`config.mk`:
```
export PLATFORM = sky130hd
export DESIGN_NAME = mem_port_arbiter
export DESIGN_NICKNAME = d
export VERILOG_FILES = /design/src/rtl/rv32_mem_pkg.sv /design/src/rtl/mem_port_arbiter.sv
export SDC_FILE = /design/constraint.sdc
export NUM_CORES = 1
export LEC_CHECK = 0
export ABC_AREA = 1
export CORE_AREA = 3 3 101 103
export DETAILED_ROUTE_END_ITERATION = 6
export DIE_AREA = 0 0 104 106
export PLACE_DENSITY_LB_ADDON = 0.15
export SYNTH_ARGS = -nofsm -noshare
export SYNTH_HDL_FRONTEND = slang
export SYNTH_SLANG_ARGS = --single-unit
```
`constraint.sdc`:
```
create_clock -name clk_i -period 2.3 [get_ports clk_i]
set_input_delay 0.23 -clock clk_i [delete_from_list [all_inputs] [get_ports clk_i]]
set_output_delay 0.23 -clock clk_i [all_outputs]
set_load 0.05 [all_outputs]
```
`src/rtl/rv32_mem_pkg.sv`:
```
`default_nettype none
// ============================================================================
// Module   : rv32_mem_pkg
// Brief    : Shared types and default widths for the unified dual-port memory.
// Revision : 1.0 - initial release
// ============================================================================
package rv32_mem_pkg;

  localparam int MEM_ADDR_W = 16;
  localparam int MEM_DATA_W = 32;
  localparam int MEM_NB_COL = 4;

  typedef enum logic [0:0] {
    PRIO_CORE = 1'b0,
    PRIO_DMA  = 1'b1
  } arb_state_t;

  typedef enum logic [0:0] {
    REQ_CORE = 1'b0,
    REQ_DMA  = 1'b1
  } req_id_t;

  typedef struct packed {
    logic    valid;
    req_id_t id;
  } rsp_tag_t;

endpackage
`default_nettype wire

```
`src/rtl/mem_port_arbiter.sv`:
```
`default_nettype none
// ============================================================================
// Module   : mem_port_arbiter
// Brief    : Core/DMA arbiter for RAM port B with starvation guard and
//            read-response routing.
// Revision : 1.0 - initial release
// ============================================================================
module mem_port_arbiter
  import rv32_mem_pkg::*;
#(
  parameter int ADDR_W       = MEM_ADDR_W,
  parameter int DATA_W       = MEM_DATA_W,
  parameter int NB_COL       = MEM_NB_COL,
  parameter int STARVE_LIMIT = 8
) (
  input  logic              clk_i,
  input  logic              rst_i,
  input  logic              core_req_i,
  input  logic [NB_COL-1:0] core_we_i,
  input  logic [ADDR_W-1:0] core_addr_i,
  input  logic [DATA_W-1:0] core_wdata_i,
  output logic              core_gnt_o,
  output logic              core_rvalid_o,
  output logic [DATA_W-1:0] core_rdata_o,
  input  logic              dma_req_i,
  input  logic [NB_COL-1:0] dma_we_i,
  input  logic [ADDR_W-1:0] dma_addr_i,
  input  logic [DATA_W-1:0] dma_wdata_i,
  output logic              dma_gnt_o,
  output logic              dma_rvalid_o,
  output logic [DATA_W-1:0] dma_rdata_o,
  output logic [ADDR_W-1:0] mem_addr_o,
  output logic [NB_COL-1:0] mem_we_o,
  output logic [DATA_W-1:0] mem_din_o,
  input  logic [DATA_W-1:0] mem_dout_i
);

  // A zero limit still needs a 1-bit counter; it simply never moves.
  localparam int CNT_W = (STARVE_LIMIT > 0) ? $clog2(STARVE_LIMIT + 1) : 1;
  localparam logic [CNT_W-1:0] C_LIMIT = CNT_W'(STARVE_LIMIT);

  arb_state_t       state_q, state_d;
  logic [CNT_W-1:0] starve_q, starve_d;
  rsp_tag_t         tag_q, tag_d;
  logic             core_gnt, dma_gnt;

  always_comb begin
    core_gnt = 1'b0;
    dma_gnt  = 1'b0;
    if (!rst_i) begin
      if (state_q == PRIO_DMA && dma_req_i) dma_gnt = 1'b1;
      else if (core_req_i)                  core_gnt = 1'b1;
      else if (dma_req_i)                   dma_gnt = 1'b1;
    end
  end

  always_comb begin
    mem_addr_o = core_addr_i;
    mem_din_o  = core_wdata_i;
    mem_we_o   = '0;
    if (dma_gnt) begin
      mem_addr_o = dma_addr_i;
      mem_din_o  = dma_wdata_i;
      mem_we_o   = dma_we_i;
    end else if (core_gnt) begin
      mem_we_o   = core_we_i;
    end
  end

  always_comb begin
    starve_d = starve_q;
    state_d  = state_q;
    if (!dma_req_i || dma_gnt) begin
      starve_d = '0;
    end else if (state_q == PRIO_CORE && core_gnt && starve_q != C_LIMIT) begin
      starve_d = starve_q + 1'b1;
    end

    if (state_q == PRIO_DMA) begin
      if (dma_gnt || !dma_req_i) state_d = PRIO_CORE;
    end else if (STARVE_LIMIT != 0 && starve_d == C_LIMIT) begin
      state_d = PRIO_DMA;
    end

    tag_d.valid = (core_gnt && core_we_i == '0) || (dma_gnt && dma_we_i == '0);
    tag_d.id    = dma_gnt ? REQ_DMA : REQ_CORE;
  end

  always_ff @(posedge clk_i) begin
    if (rst_i) begin
      state_q  <= PRIO_CORE;
      starve_q <= '0;
      tag_q    <= '0;
    end else begin
      state_q  <= state_d;
      starve_q <= starve_d;
      tag_q    <= tag_d;
    end
  end

  // A read granted just before reset still has its tag set during the first
  // reset cycle; gating with rst_i suppresses that stale response.
  assign core_gnt_o    = core_gnt;
  assign dma_gnt_o     = dma_gnt;
  assign core_rvalid_o = !rst_i && tag_q.valid && tag_q.id == REQ_CORE;
  assign dma_rvalid_o  = !rst_i && tag_q.valid && tag_q.id == REQ_DMA;
  assign core_rdata_o  = mem_dout_i;
  assign dma_rdata_o   = mem_dout_i;

endmodule
`default_nettype wire

```
==> results.yml <==
synthesis:
  ys.flop_type: "dfxtp_1"
  syn_inst: 285
  synth_most_common_cell: "nand2_1"
  syn_area_um2: 1510
  ys_ff_latch: 7
  synth_top_area_cell: "nand2_1"
  synth.distinct_cells: 19
  synth_nets: 427
  async_flop_share_pct: 0
  postSynthAreaPerCell_um2: 5.29
  synthTopCellsByCount: "162 x nand2_1, 64 x buf_4, 11 x nor2_1, 10 x buf_2, 9 x inv_1"
  synth_edf_count: 0
  synth_top_area_share_pct: 40.3
  yosysWarningCount: 0
  ys_top_cells_by_area: "nand2_1 40%, buf_4 32%, dfxtp_1 9.3%"
  yosysSeqAreaShare_pct: 9.29
setup_path:
  critical_path_class: "input pin to output pin"
  crit_chain: "clkdlybuf4s50_1 > nand2_1 > nand3_2 > buf_4 > o21ai_0 > buf_12"
  critical-path-top-delay-family: "buffers and inverters"
  worst-path-max-fanout: 16
  slowest_delay_ns: 0.42
  reg2reg_depth: 8
  crit-reg2reg-launch: "starve_q[0]"
  startpoint: "core_req_i"
  end_kind: "output pin"
  r2r-end: "state_q"
  slowest_stage: "clkdlybuf4s50_1"
  critPathLaunchType: "input pin"
  worstPathArrival_ns: 1.69
  critPathBufInv: 3
  r2r_setup_slack_ns: 0.97
  required_ns: 2.07
global_routing:
  grt_util_all_layers_pct: 11.6
  grt_max_degree: 39
  grt_pass1_wl_mm: 10.3
  antenna_found_initial: 0
  overflow: 0
  grt_pass1_vias: 1933
timing:
  setup_viol_count_final: 0
  fin_tns_setup_ns: 0
  period_needed_ns: 1.92
  worst_pin_slew_ns: 0.359
  final-hold-violation-count: 0
  clock_skew_ns: 0.00216
  maxSlewHeadroom_pct: 75.8
  grt_setup_unrepaired: "no"
  post-route-period-util_pct: 83.6
  finalMaxSlewViolations: 0
  whs_ns: 0.460
  max_freq_mhz: 520
run:
  cap_viol_max_count: 0
clock_network:
  root_buffer: "clkbuf_8"
  cts_tree: "built"
  clkSinkCount: 7
  clock_latency_ns: 0.23
  post_cts_resized: 0
  numCtsBuffers: 3
  post_cts_buffers: 0
  htree_num_levels: 1
  postCtsHoldBufs: 0
  cts_buffer_depth: 2
detailed_routing:
  drcViolationCount: 0
  dr.first_iter.drc_count: 65
  vias_per_cell: 3.82
  drt_wl_total_mm: 6.91
  num_vias: 1958
  dr.pass1.iters: 4
  final_antenna_net_count: 0
  routedWlPerCell_um: 13.5
pwr:
  p_leak_nw: 1.60
  powerDensity_nw_per_um2: 350
  vdd_drop_max_mv: 0.139
  finalPower_mw: 1.19
layout:
  post-route-util_pct: 36.7
  drive_above_1_share_pct: 18.2
  areaGrowthSynthToFinish_pct: 126
  nNetsFinal: 527
  antenna_cells: 0
  fillers: 973
hold_path:
  hp-start: "mem_dout_i[10]"
  hold_depth: 0
  whs_endpoint: "core_rdata_o[10]"
  hold_class: "input pin to output pin"
die:
  start_util_pct: 16.2
  die_area_um2: 11000
  core_um2: 9280
  fp.dieH_um: 106
  io_pins: 260
  rows: 35
  die_w_um: 104
placed_design:
  io_buffers: 163
  globalplace.congestion: 0.726
  hpwl_mm: 6.10
run_status:
  status: "complete, no violations"
through the flow:
stage / cells / setup slack (ns) / instance area (um2)
6_report: 513 / 0.378 / 3410
5_1_grt: 513 / 0.265 / 3410
4_1_cts: 513 / 0.335 / 3410
3_5_place_dp: 509 / 0.338 / 3360
3_3_place_gp: 509 / 0.396 / 3360
2_1_floorplan: 285 / 0.167 / 1510
power by group:
part	internal, mW	switching (mW)	total, mW
sequential	0.124	0.00124	0.125
clock	0.120	0.0536	0.174
combinational	0.464	0.428	0.893
total	0.708	0.483	1.19
worst max-delay path by stage:
stage | to | slack (ns) | cells after the start
after detailed placement | mem_we_o[1] | 0.34 | 6
after global placement | mem_we_o[1] | 0.40 | 6
after global routing | mem_we_o[1] | 0.26 | 6
final | mem_we_o[1] | 0.38 | 6
after CTS | mem_we_o[1] | 0.33 | 6
after floorplan | mem_we_o[1] | 0.17 | 5
kinds of logic (layout without fill, tap and decap cells):
kind of cell               count (synthesis)  count (layout)  synth area share (%)
buffers and inverters                     85             184                  37.9
DFF                                        7               7                  9.29
AOI/OAI and AO/OA                          7               7                  3.49
and+or+nand+nor                          183             183                  47.1
adders and majority gates                  2               2                  1.66
xor gates and xnor gates                   1               1                 0.581
cell type report:
class / count / area, um2 / area share [%]
Sequential cell: 7 / 140 / 4.11
Clock buffer: 4 / 45.0 / 1.32
Inverter: 11 / 41.3 / 1.21
Tap cell: 129 / 161 / 4.74
Multi-Input combinational cell: 193 / 796 / 23.3
Timing Repair Buffer: 169 / 2220 / 65.3
sequential cells by signal, indices dropped and copies added, names as in the netlist:
name      count
state_q       1
tag_q         2
starve_q      4
cell usage in the layout (no fill, tap or decap):
master,n
a21boi_2,1
a22o_1,2
buf_12,55
buf_4,7
clkbuf_1,1
clkbuf_8,3
clkdlybuf4s50_1,107
dfxtp_1,7
ha_1,2
inv_1,9
inv_2,2
nand2_1,162
nand3_1,5
nand3_2,1
nand3b_1,1
nor2_1,11
nor2_2,1
nor3_1,1
nor4_1,1
o21ai_0,3
o41ai_1,1
xnor2_1,1
layer usage:
| metal | up-vias | wire (um) | track usage (%) | part of all wire [%] |
|---|---|---|---|---|
| li1 | 990 | - | - | - |
| met1 | 806 | 2410 | 11.7 | 35 |
| met2 | 143 | 3450 | 21.0 | 50 |
| met3 | 19 | 897 | 5.28 | 13 |
| met4 | 0 | 150 | 4.46 | 2.2 |
| met5 | - | 0 | 0 | 0 |
Power figures use the tool's default switching activity.
